## src/rtl/ksa_pipe_adder.sv

```systemverilog
// Pipelined Kogge-Stone adder/subtractor with valid/ready handshake.
// One operand register stage, one register per prefix level and one output
// register. All stages advance together and hold together when the output
// is valid but not accepted.
module ksa_pipe_adder #(
  parameter int WIDTH = 32
) (
  input  logic             wb_clk_i,
  input  logic             wb_rst_i,
  input  logic             in_valid,
  output logic             in_ready,
  input  logic [WIDTH-1:0] in_a,
  input  logic [WIDTH-1:0] in_b,
  input  logic             in_cin,
  input  logic             in_sub,
  output logic             out_valid,
  input  logic             out_ready,
  output logic [WIDTH-1:0] out_sum,
  output logic             out_cout,
  output logic             out_ovf,
  output logic             out_zero
);

  localparam int LVL = $clog2(WIDTH);

  if (!(WIDTH == 8 || WIDTH == 16 || WIDTH == 32 || WIDTH == 64)) begin : g_width_check
    $error("ksa_pipe_adder: WIDTH must be 8, 16, 32 or 64");
  end

  logic stall;
  logic advance;
  logic out_valid_q;

  // Global stall: the whole pipe holds while the output waits for the consumer.
  always_comb begin
    stall   = out_valid_q & ~out_ready;
    advance = ~stall;
  end

  assign in_ready = advance;

  // ---------------- Stage 0: operand conditioning ----------------
  logic [WIDTH-1:0] b_eff;
  logic [WIDTH-1:0] s0_g_d, s0_g_q, s0_p_d, s0_p_q;
  logic             s0_c0_d, s0_c0_q;
  logic             s0_am_d, s0_am_q;
  logic             s0_bm_d, s0_bm_q;
  logic             s0_v_d, s0_v_q;

  // Invert B for subtraction and form per-bit generate/propagate.
  always_comb begin
    b_eff   = in_sub ? ~in_b : in_b;
    s0_g_d  = in_a & b_eff;
    s0_p_d  = in_a ^ b_eff;
    s0_c0_d = in_sub | in_cin;
    s0_am_d = in_a[WIDTH-1];
    s0_bm_d = b_eff[WIDTH-1];
    s0_v_d  = in_valid;
  end

  // Stage 0 valid bit.
  always_ff @(posedge wb_clk_i) begin
    if (wb_rst_i) begin
      s0_v_q <= 1'b0;
    end else if (advance) begin
      s0_v_q <= s0_v_d;
    end
  end

  // Stage 0 datapath.
  always_ff @(posedge wb_clk_i) begin
    if (advance) begin
      s0_g_q  <= s0_g_d;
      s0_p_q  <= s0_p_d;
      s0_c0_q <= s0_c0_d;
      s0_am_q <= s0_am_d;
      s0_bm_q <= s0_bm_d;
    end
  end

  // ---------------- Stages 1..LVL: prefix levels ----------------
  for (genvar k = 1; k <= LVL; k++) begin : g_lvl
    localparam int D = 1 << (k - 1);

    logic [WIDTH-1:0] g_in, p_in, po_in;
    logic             c0_in, am_in, bm_in, v_in;
    logic [WIDTH-1:0] g_d, g_q, po_q;
    logic             c0_q, am_q, bm_q, v_q;

    if (k == 1) begin : g_src
      // Carry-in folded into bit 0 so every group generate already includes it.
      always_comb begin
        g_in  = {s0_g_q[WIDTH-1:1], s0_g_q[0] | (s0_p_q[0] & s0_c0_q)};
        p_in  = s0_p_q;
        po_in = s0_p_q;
        c0_in = s0_c0_q;
        am_in = s0_am_q;
        bm_in = s0_bm_q;
        v_in  = s0_v_q;
      end
    end else begin : g_src
      // Take the previous prefix level's registers.
      always_comb begin
        g_in  = g_lvl[k-1].g_q;
        p_in  = g_lvl[k-1].g_p.p_q;
        po_in = g_lvl[k-1].po_q;
        c0_in = g_lvl[k-1].c0_q;
        am_in = g_lvl[k-1].am_q;
        bm_in = g_lvl[k-1].bm_q;
        v_in  = g_lvl[k-1].v_q;
      end
    end

    // Combine bit i with bit i-D; low D bits pass through.
    always_comb begin
      g_d = g_in | (p_in & {g_in[WIDTH-1-D:0], {D{1'b0}}});
    end

    if (k < LVL) begin : g_p
      logic [WIDTH-1:0] p_d, p_q;

      // Group propagate, only needed by later levels.
      always_comb begin
        p_d = p_in & {p_in[WIDTH-1-D:0], {D{1'b1}}};
      end

      // Group propagate register.
      always_ff @(posedge wb_clk_i) begin
        if (advance) begin
          p_q <= p_d;
        end
      end
    end

    // Level valid bit.
    always_ff @(posedge wb_clk_i) begin
      if (wb_rst_i) begin
        v_q <= 1'b0;
      end else if (advance) begin
        v_q <= v_in;
      end
    end

    // Level datapath.
    always_ff @(posedge wb_clk_i) begin
      if (advance) begin
        g_q  <= g_d;
        po_q <= po_in;
        c0_q <= c0_in;
        am_q <= am_in;
        bm_q <= bm_in;
      end
    end
  end

  // ---------------- Stage LVL+1: sum and flags ----------------
  logic [WIDTH-1:0] c_last;
  logic [WIDTH-1:0] sum_d, out_sum_q;
  logic             cout_d, ovf_d, zero_d, valid_d;
  logic             out_cout_q, out_ovf_q, out_zero_q;

  // Final carries give sum bits; overflow from operand sign bits.
  always_comb begin
    c_last  = g_lvl[LVL].g_q;
    sum_d   = g_lvl[LVL].po_q ^ {c_last[WIDTH-2:0], g_lvl[LVL].c0_q};
    cout_d  = c_last[WIDTH-1];
    ovf_d   = (g_lvl[LVL].am_q == g_lvl[LVL].bm_q) && (sum_d[WIDTH-1] != g_lvl[LVL].am_q);
    zero_d  = ~|sum_d;
    valid_d = g_lvl[LVL].v_q;
  end

  // Output register, cleared on reset and frozen during stall.
  always_ff @(posedge wb_clk_i) begin
    if (wb_rst_i) begin
      out_valid_q <= 1'b0;
      out_sum_q   <= '0;
      out_cout_q  <= 1'b0;
      out_ovf_q   <= 1'b0;
      out_zero_q  <= 1'b0;
    end else if (advance) begin
      out_valid_q <= valid_d;
      out_sum_q   <= sum_d;
      out_cout_q  <= cout_d;
      out_ovf_q   <= ovf_d;
      out_zero_q  <= zero_d;
    end
  end

  assign out_valid = out_valid_q;
  assign out_sum   = out_sum_q;
  assign out_cout  = out_cout_q;
  assign out_ovf   = out_ovf_q;
  assign out_zero  = out_zero_q;

endmodule

```

## config.mk

```make
export PLATFORM = sky130hd
export DESIGN_NAME = ksa_pipe_adder
export DESIGN_NICKNAME = d
export VERILOG_FILES = /design/src/rtl/ksa_pipe_adder.sv
export SDC_FILE = /design/constraint.sdc
export NUM_CORES = 1
export LEC_CHECK = 0
export CAP_MARGIN = 20
export CELL_PAD_IN_SITES_DETAIL_PLACEMENT = 1
export CELL_PAD_IN_SITES_GLOBAL_PLACEMENT = 1
export CORE_ASPECT_RATIO = 0.75
export CORE_MARGIN = 2
export CORE_UTILIZATION = 30
export DETAILED_ROUTE_END_ITERATION = 7
export GPL_ROUTABILITY_DRIVEN = 0
export GPL_TIMING_DRIVEN = 0
export PLACE_DENSITY_LB_ADDON = 0.25
export SETUP_SLACK_MARGIN = 0.4
export SLEW_MARGIN = 10
export SYNTH_ARGS = -nofsm -noshare
export SYNTH_HDL_FRONTEND = slang
export SYNTH_SLANG_ARGS = --single-unit
```

## constraint.sdc

```tcl
create_clock -name wb_clk_i -period 7 [get_ports wb_clk_i]
set_input_delay 1.4 -clock wb_clk_i [delete_from_list [all_inputs] [get_ports wb_clk_i]]
set_output_delay 1.4 -clock wb_clk_i [all_outputs]
set_load 0.02 [all_outputs]
```

==> metrics.md <==
| Metric | Value |
|---|---|
| Outcome | `completed` |
| Min-Delay Endpoint | `g_lvl[3].po_q[16]$_DFFE_PN_` |
| Vias in the first global route | `9243` |
| Core ar. | `63460 um^2` |
| Unique masters post-synth | `29` |
| Clock sink total | `542` |
| Avg Cell Area, Syn | `19.30 um^2` |
| Max VDD drop | `210.8 uV` |
| Setup TNS | `0 ns` |
| Worst r2r src | `out_valid$_SDFFE_PP0N_` |
| Synth warnings | `0` |
| Fin. max-slew vios | `0` |
| Cell Pwr Density | `333.4 nW/um^2` |
| Reg-to-reg slack, setup | `3.72 ns` |
| CP Data Required Time | `5.60 ns` |
| Die area | `66020 um^2` |
| Crit path cell chain | `clkdlybuf4s50_1 > nor2b_4 > buf_6 > inv_4 > buf_8 > buf_8 > clkdlybuf4s50_1` |
| Global-route wire length before repair | `54020 um` |
| Iter 0 DRT Violations | `646` |
| Layout cells sized above 1 | `9.015%` |
| Post-CTS setup buffer count | `0` |
| Routed WL | `35530 um` |
| Area post-placement | `21420 um^2` |
| Gr ovfl total | `0` |
| Layout Skew | `0.01735 ns` |
| Root Driver | `clkbuf_16` |
| Post-synthesis sequential area ratio | `82.63%` |
| GR Layer Usage met3 | `2.461%` |
| Final design utilization | `36.47%` |
| Grt met1 use | `16.07%` |
| CP Data Arrival Time | `3.74 ns` |
| R2R Path End | `g_lvl[1].g_q[13]$_DFFE_PN_` |
| # resized after CTS | `0` |
| Critical-path top delay cell | `clkdlybuf4s50_1` |
| Mapped Cells | `994` |
| Synth Register Bits | `542` |
| Crit end category | `output port` |
| Clk slew on worst S/H paths | `0.06 ns` |
| Met2 usage | `15.68%` |
| Mapped Nets | `1096` |
| Worst Path Max Fanout | `105` |
| WHS Path Cells | `0` |
| Hold path start | `g_lvl[2].po_q[16]$_DFFE_PN_` |
| Initial antenna violation count | `5` |
| Max Cap Viol | `0` |
| RSZ-0062 raised after global routing | `false` |
| # port buffers | `104` |
| Mapped Area | `19190 um^2` |
| Critical path's top delay family | `buffers and inverters` |
| CTS Hold Bufs | `0` |
| Setup CP Type | `in -> out` |
| DP HPWL | `24430 um` |
| CTS tree | `done` |
| Max_slew headroom | `45.17%` |
| Tcrit/Tclk final | `73.49%` |
| Total Routing Usage GR | `10.84%` |
| Crit path time final | `5.144 ns` |
| Clock Latency Late Sink | `0.59 ns` |
| Busiest metal layer after global routing | `met1` |
| Worst hold path class | `reg -> reg` |
| Crit path buf inv count | `6` |
| DIE WIDTH | `296.0 um` |
| IO Pins | `107` |
| Post-detailed-route DRC marker count | `0` |
| Via Count | `8652` |
| CP peak stage delay | `0.75 ns` |
| Synthesis-to-layout area growth | `20.62%` |
| Die Y | `223.0 um` |
| Worst slew pin tran | `0.8225 ns` |
| DRT antenna net count | `0` |
| Starting Density | `30.24%` |
| CTS Buf Count | `53` |
| Nets | `1259` |
| Fin area | `23140 um^2` |
| Final Hold Viols | `0` |
| Clk buf depth | `3` |
| Endpoints failing setup | `0` |
| DR vias/cell | `4.200` |
| Cell Count, Final, Fillers Out | `2060` |
| Dpl cells | `1963` |
| Crit start category | `input port` |
| Leakage power total | `9.236 nW` |
| WL/cell | `17.25 um` |
| DRT Pass-1 Iters | `4` |
| Maximum clock rate | `194.4 MHz` |
| Pin count of the biggest net entering global routing | `111` |
| H-tree Lvls | `2` |
| Row Count | `80` |
| Worst Reg-to-Reg Cells | `8` |
==> placed cells by master (no fill, tap or decap), types with 2 or more instances in the layout <==
| cell | instances |
|---|---|
| dfxtp_1 | 42 |
| clkinv_1 | 8 |
| edfxtp_1 | 500 |
| clkbuf_4 | 3 |
| nor3_1 | 3 |
| clkbuf_16 | 55 |
| nor2_1 | 35 |
| buf_16 | 4 |
| and2_1 | 98 |
| xor2_1 | 32 |
| buf_2 | 7 |
| xnor2_1 | 31 |
| a211oi_2 | 9 |
| ha_1 | 32 |
| or2_2 | 2 |
| clkinv_2 | 7 |
| nand2_1 | 16 |
| clkbuf_8 | 3 |
| clkdlybuf4s50_1 | 104 |
| a21o_1 | 130 |
| bufinv_16 | 5 |
| buf_8 | 2 |
| nand4_1 | 7 |
| buf_6 | 5 |
| a21oi_1 | 7 |
| a211oi_1 | 22 |
| clkbuf_1 | 17 |
==> through the flow <==
step	setup slack, ns	hold WS (ns)	power (mW)
6_report	1.856	0.4107	7.716
5_1_grt	1.760	0.4228	8.056
4_1_cts	1.851	0.4179	7.849
3_5_place_dp	1.866	0.4056	4.982
3_3_place_gp	-1.018	0.4015	4.963
2_1_floorplan	1.464	0.4003	4.592
==> registers in the layout, summed over array words and instances (netlist names) <==
| name | cells |
|---|---|
| c_last | 32 |
| g_lvl.am_in | 1 |
| g_lvl.am_q | 5 |
| g_lvl.bm_in | 1 |
| g_lvl.bm_q | 5 |
| g_lvl.c0_in | 1 |
| g_lvl.c0_q | 5 |
| g_lvl.g_p.p_q | 102 |
| g_lvl.g_q | 128 |
| g_lvl.p_in | 32 |
| g_lvl.po_q | 156 |
| g_lvl.v_in | 1 |
| g_lvl.v_q | 5 |
| out_cout | 1 |
| out_ovf | 1 |
| out_sum | 32 |
| out_valid | 1 |
| out_zero | 1 |
| s0_g_q | 32 |
==> Yosys cell counts, drive strengths merged <==
library cell	number	area, um^2
inv	2	10.01
nor3	3	15.01
or2	2	12.51
xor2	32	280.3
and2	98	613.1
nor2	35	131.4
nor4	1	6.260
a211oi	31	277.8
o221a	1	11.26
ha	32	400.4
nor2b	1	13.76
dfxtp	42	840.8
nand2	16	60.06
a21oi	7	35.03
nand4	7	43.79
buf	14	117.6
o21ai	1	5.000
nor3b	1	7.510
edfxtp	500	15010
clkbuf	4	15.01
xnor2	32	287.8
a21o	130	975.9
nand3	1	5.000
a31o	1	8.760
==> worst max-delay path by stage <==
| stage | endpoint | cells past startpoint | from | slack (ns) |
|---|---|---|---|---|
| final | in_ready | 7 | out_ready | 1.86 |
| after global placement | in_ready | 7 | out_ready | -1.02 |
| after floorplan | in_ready | 5 | out_ready | 1.46 |
| after detailed placement | in_ready | 7 | out_ready | 1.87 |
| after global routing | in_ready | 7 | out_ready | 1.76 |
| after CTS | in_ready | 7 | out_ready | 1.85 |
==> logic make-up after synthesis <==
group / share of synthesized area, %
AO/OA/AOI/OAI: 6.847
XOR/XNOR: 2.960
adder cells (fa/ha/maj): 2.087
buffers and inverters: 0.7433
flip-flops: 82.63
AND/OR/NAND/NOR: 4.734
==> report_power, final <==
part | total, mW | leakage (nW) | switching, mW | internal, mW
Sequential | 4.36 | 5.87 | 0.278 | 4.08
Combinational | 0.526 | 2.52 | 0.247 | 0.279
Clock | 2.83 | 0.848 | 1.16 | 1.66
==> cell type report <==
class                      instances  area [um^2]
fill                            6328        40320
sequential                       542        15860
multi-input combinational        432         3191
clock buffer                      74         1489
timing repair buffer             108         1151
tap                              861         1077
clock inverter                    22        232.7
buffer                            18        136.4
inverter                           2        10.01
antenna                            1        2.502
==> layer usage <==
| metal | vias up | share of wire, % |
|---|---|---|
| li1 | 4123 | - |
| met1 | 4299 | 49 |
| met2 | 181 | 42 |
| met3 | 49 | 7.0 |
| met4 | 0 | 2.0 |
| met5 | - | 0 |
==> worst register-to-register path: cells and delay by family (launching register included) <==
kind | cells | cell delay, ns
AND/OR/NAND/NOR | 1 | 0.12
flip-flops | 1 | 0.31
buffers and inverters | 7 | 2.43
(Power assumes the default switching activity.)
